===== src/rtl/acc16_pkg.sv =====
// Shared constants and FSM state type for the acc16 streaming accumulator.
package acc16_pkg;

    localparam int ACC_W = 16;
    localparam logic [ACC_W-1:0] SAT_MAX = 16'h7FFF;
    localparam logic [ACC_W-1:0] SAT_MIN = 16'h8000;

    typedef enum logic {
        ACCUM = 1'b0,
        HOLD  = 1'b1
    } state_t;

endpackage


===== src/rtl/acc16_add.sv =====
// Combinational 16-bit signed adder (carry-in 0) with two's-complement overflow flag.
module acc16_add
    import acc16_pkg::*;
(
    input  logic [ACC_W-1:0] a,
    input  logic [ACC_W-1:0] b,
    output logic [ACC_W-1:0] sum,
    output logic             ovf
);

    assign sum = a + b;
    // Overflow only when both operands share a sign that the result does not.
    assign ovf = (a[ACC_W-1] == b[ACC_W-1]) && (sum[ACC_W-1] != a[ACC_W-1]);

endmodule


===== src/rtl/acc16_stream.sv =====
// Streaming accumulator: sums NUM_TERMS signed operands per result, holds it until taken.
// Define ACC16_SAT_EN to saturate the accumulator on overflow instead of wrapping.
module acc16_stream
    import acc16_pkg::*;
#(
    parameter int NUM_TERMS = 9
) (
    input  logic             clk,
    input  logic             rst,
    input  logic             in_valid,
    output logic             in_ready,
    input  logic [ACC_W-1:0] in_data,
    output logic             out_valid,
    input  logic             out_ready,
    output logic [ACC_W-1:0] out_data,
    output logic             out_ovf
);

    localparam int CW = $clog2(NUM_TERMS);
    localparam logic [CW-1:0] LAST = CW'(NUM_TERMS - 1);

    state_t           state_q, state_d;
    logic [ACC_W-1:0] acc_q, acc_d;
    logic [CW-1:0]    cnt_q, cnt_d;
    logic             ovf_q, ovf_d;
    logic             in_ready_q, in_ready_d;
    logic             out_valid_q, out_valid_d;

    logic [ACC_W-1:0] add_sum;
    logic             add_ovf;
    logic [ACC_W-1:0] acc_nxt;

    acc16_add u_add (
        .a   (acc_q),
        .b   (in_data),
        .sum (add_sum),
        .ovf (add_ovf)
    );

`ifdef ACC16_SAT_EN
    // On overflow both operands share acc_q's sign, so it picks the rail.
    assign acc_nxt = add_ovf ? (acc_q[ACC_W-1] ? SAT_MIN : SAT_MAX) : add_sum;
`else
    assign acc_nxt = add_sum;
`endif

    always_comb begin
        state_d = state_q;
        acc_d   = acc_q;
        cnt_d   = cnt_q;
        ovf_d   = ovf_q;
        case (state_q)
            ACCUM: begin
                if (in_valid) begin
                    acc_d = acc_nxt;
                    ovf_d = ovf_q | add_ovf;
                    if (cnt_q == LAST) begin
                        cnt_d   = '0;
                        state_d = HOLD;
                    end else begin
                        cnt_d = cnt_q + CW'(1);
                    end
                end
            end
            HOLD: begin
                if (out_ready) begin
                    state_d = ACCUM;
                    acc_d   = '0;
                    ovf_d   = 1'b0;
                end
            end
            default: state_d = ACCUM;
        endcase
        in_ready_d  = (state_d == ACCUM);
        out_valid_d = (state_d == HOLD);
    end

    always_ff @(posedge clk) begin
        if (rst) begin
            state_q     <= ACCUM;
            acc_q       <= '0;
            cnt_q       <= '0;
            ovf_q       <= 1'b0;
            in_ready_q  <= 1'b1;
            out_valid_q <= 1'b0;
        end else begin
            state_q     <= state_d;
            acc_q       <= acc_d;
            cnt_q       <= cnt_d;
            ovf_q       <= ovf_d;
            in_ready_q  <= in_ready_d;
            out_valid_q <= out_valid_d;
        end
    end

    assign in_ready  = in_ready_q;
    assign out_valid = out_valid_q;
    assign out_data  = acc_q;
    assign out_ovf   = ovf_q;

endmodule


===== config.mk =====
export PLATFORM = sky130hd
export DESIGN_NAME = acc16_stream
export DESIGN_NICKNAME = d
export VERILOG_FILES = /design/src/rtl/acc16_pkg.sv /design/src/rtl/acc16_add.sv /design/src/rtl/acc16_stream.sv
export SDC_FILE = /design/constraint.sdc
export NUM_CORES = 1
export LEC_CHECK = 0
export ABC_AREA = 1
export CAP_MARGIN = 20
export CELL_PAD_IN_SITES_DETAIL_PLACEMENT = 0
export CELL_PAD_IN_SITES_GLOBAL_PLACEMENT = 1
export CORE_MARGIN = 2
export CORE_UTILIZATION = 35
export CTS_CLUSTER_DIAMETER = 100
export DETAILED_ROUTE_END_ITERATION = 12
export PLACE_DENSITY_LB_ADDON = 0.15
export SLEW_MARGIN = 0
export SYNTH_ARGS = -nofsm -noshare
export SYNTH_HDL_FRONTEND = slang
export SYNTH_SLANG_ARGS = --single-unit

===== constraint.sdc =====
create_clock -name clk -period 2 [get_ports clk]
set_input_delay 0.2 -clock clk [delete_from_list [all_inputs] [get_ports clk]]
set_output_delay 0.2 -clock clk [all_outputs]
set_load 0.05 [all_outputs]

==> flow_metrics.py <==
metrics = {
    "synth": {
        "yosys.area_share.simple_pct": 33.53,
        "synthCells": 251,
        "avgSynthCellArea_um2": 6.660,
        "ys_types": 29,
        "syn_nets": 289,
        "muxShareOfSynthArea_pct": 0,
        "synthAdderAreaFrac_pct": 13.92,
        "synth_top_family_by_area": "simple AND/OR/NAND/NOR gates",
        "yosys_warnings": 0,
        "ys_seq_elements": 23,
        "synth_area_um2": 1672,
        "synth-compound-area-share_pct": 17.07,
        "synthXorXnorAreaFrac_pct": 0.5240,
        "seq_area_frac_synth_pct": 27.54,
    },
    "global_route": {
        "grt_max_degree": 18,
        "grt_use_total_pct": 17.08,
        "grt_pass1_vias": 1577,
        "antenna_found_initial": 0,
        "grt.overflow.total": 0,
        "grt_pass1_wl_um": 7169,
    },
    "detailed_routing": {
        "first_pass_iters": 4,
        "routedWlPerCell_um": 11.97,
        "drt-total-wl_um": 4251,
        "ant_nets": 0,
        "vias_per_cell": 4.885,
        "drtIter0Drc": 98,
        "drc": 0,
        "vias": 1734,
    },
    "run_status": {
        "status": "finished clean",
    },
    "layout": {
        "antenna_cells": 0,
        "drive_above_1_share_pct": 10.96,
        "instances_no_fill": 355,
        "fin_nets": 340,
        "syn2layout_area_growth_pct": 34.43,
        "nFillCells": 498,
        "final_area_um2": 2247,
        "final_util_pct": 48.21,
        "layout_common_cells": "nand2_1 (78), clkdlybuf4s50_1 (38), a21oi_1 (35), dfxtp_1 (23)",
        "layout_commonest_cell": "nand2_1",
    },
    "timing": {
        "relSlewSlack_pct": 66.24,
        "fin_crit_sh_pct": 89.34,
        "hold_viol_final": 0,
        "min_period_ps": 1787,
        "grt_setup_unrepaired": "no",
        "drv_slew": 0,
        "setup_ws_ps": 213.2,
        "fin_setup_tns_ps": 0,
        "clock_skew_ps": 1.660,
        "worstMarginPinSlew_ps": 504.8,
        "max_clock_freq_ghz": 0.5597,
        "setup_viol": 0,
        "hold_ws_ps": 468.7,
    },
    "worst_setup_path": {
        "cpPeakStageDelay_ps": 400,
        "endpoint_kind": "flip-flop",
        "arrival_ps": 1950,
        "cp_cell_sequence": "clkdlybuf4s50_1 -> ha_1 -> fa_1 -> nand3_1 -> nand2_1 -> nand3_1 -> nand2_2 -> or2_2 -> nand3_1 -> a21oi_1",
        "critPathTopFamily": "simple AND/OR/NAND/NOR gates",
        "cpMostUsedCell": "nand3_1",
        "cp.required_ps": 2160,
        "crit_slowest_cell": "clkdlybuf4s50_1",
        "crit_buf_inv": 1,
        "start_kind": "input port",
        "path_class": "in2reg",
        "crit_path_max_fanout": 5,
    },
    "clocking": {
        "cts_buffers": 3,
        "cts_tree": "done",
        "clockBufferDepth": 2,
        "postCtsSetupRepairBufs": 0,
        "cts-hold-fix-buffers": 0,
        "clk_pin_slew_ps": 90,
        "cts_resized": 0,
        "clock_sinks": 23,
        "cts-htree-levels": 1,
        "cts_root_buffer": "clkbuf_8",
        "clk_latency_ps": 270,
    },
    "pwr": {
        "ir_worst_vdd_mv": 0.2807,
        "power_leakage_nw": 1.033,
        "p_sw_mw": 0.6031,
        "p_sw_share_pct": 39.83,
        "powerDensity_nw_per_um2": 673.8,
        "clockPowerShare_pct": 20.2,
        "internal_power_mw": 0.9110,
        "comb_power_share_pct": 44.7,
        "power_frac_seq_pct": 35.0,
        "power_mw": 1.514,
    },
    "die": {
        "num_io_pins": 39,
        "dieArea_um2": 5345,
        "initial_core_util_pct": 35.87,
        "die_y_um": 73.11,
        "die_w_um": 73.11,
        "coreArea_um2": 4661,
        "row_count": 25,
    },
    "placement": {
        "dp_slack_ps": -112.5,
        "port_buffers": 38,
        "dp_cells": 351,
        "gp_congestion": 0.7770,
        "place_area_um2": 2198,
        "hpwlAfterDp_um": 3281,
    },
    "flow_run": {
        "cap_violations": 0,
    },
    "min_path": {
        "hp-class": "reg2reg",
    },
}
[metal layers]
| metal | part of all wire, % | up-vias | wire length, um | GRT usage (%) |
|---|---|---|---|---|
| met3 | 3.6 | 5 | 154 | 2.072 |
| met4 | 1.2 | 0 | 51 | 4.938 |
| li1 | - | 933 | - | - |
| met5 | 0 | - | 0 | 0 |
| met2 | 47 | 28 | 2006 | 28.83 |
| met1 | 48 | 768 | 2038 | 22.75 |
[synthesized netlist by cell type]
master / count / share of area, %
nor2_1: 12 / 2.7
a21oi_4: 1 / 0.97
a21o_1: 1 / 0.45
buf_6: 1 / 0.67
nor4_1: 1 / 0.37
o21a_1: 1 / 0.45
ha_1: 17 / 13
o21ai_0: 9 / 2.7
clkbuf_1: 2 / 0.45
o21bai_1: 1 / 0.45
nand2_1: 79 / 18
a21oi_1: 35 / 10
nand3b_1: 5 / 2.2
inv_1: 21 / 4.7
nor2_2: 1 / 0.37
inv_2: 4 / 0.90
or2_2: 2 / 0.75
nor3_1: 1 / 0.30
nor3_2: 1 / 0.60
nand2_2: 2 / 0.75
buf_2: 1 / 0.30
inv_4: 1 / 0.37
dfxtp_1: 23 / 28
a21oi_2: 3 / 1.6
nand4_1: 2 / 0.75
nand3_1: 21 / 6.3
nand2_4: 1 / 0.67
fa_1: 1 / 1.2
xnor2_1: 1 / 0.52
[cells by family (layout without fill, tap and decap cells)]
group           after synthesis  after routing
fa+ha+maj                    18             18
simple gates                128            128
xor+xnor                      1              1
buf+inv                      30             80
compound gates               51             51
flops                        23             23
[flip-flops by register name, indices dropped and copies added, names as in the netlist]
name / flops
out_data: 16
in_ready: 1
cnt_q: 4
out_valid: 1
out_ovf: 1
[worst min-delay path, cell delays in order, from the launching register on]
cell and delay, ps:
dfxtp_1 320, nand2_1 60, a21oi_1 50
[power by group through the flow]
stage | clock (mW) | combinational (mW) | sequential, mW
after floorplan | 0 | 0.326 | 0.663
after global placement | 0 | 0.678 | 0.541
after detailed placement | 0 | 0.679 | 0.542
after CTS | 0.318 | 0.682 | 0.532
after global routing | 0.340 | 0.750 | 0.538
final | 0.307 | 0.677 | 0.530
[path summary, 6_finish.rpt]
check,depth (start not counted),endpoint,start,slack (ps)
worst max-delay path,10,out_data[6]$_SDFFE_PP0P_,in_data[0],210
worst min-delay path,2,cnt_q[2]$_SDFFE_PP0P_,cnt_q[2]$_SDFFE_PP0P_,470
worst max register to register,9,out_data[6]$_SDFFE_PP0P_,out_data[0]$_SDFFE_PP0P_,220
worst min register to register,2,cnt_q[2]$_SDFFE_PP0P_,cnt_q[2]$_SDFFE_PP0P_,470
[cell type report]
class | instances | area (um^2) | area share [%]
multi-input cells | 198 | 1090 | 48.50
repair buffers | 50 | 483.0 | 21.49
flip-flops and latches | 23 | 460.4 | 20.49
inverters | 26 | 100.1 | 4.454
well taps | 54 | 67.56 | 3.007
clock buffers | 3 | 41.29 | 1.837
clock inverters | 1 | 5.005 | 0.2227
(Power assumes the default switching activity.)
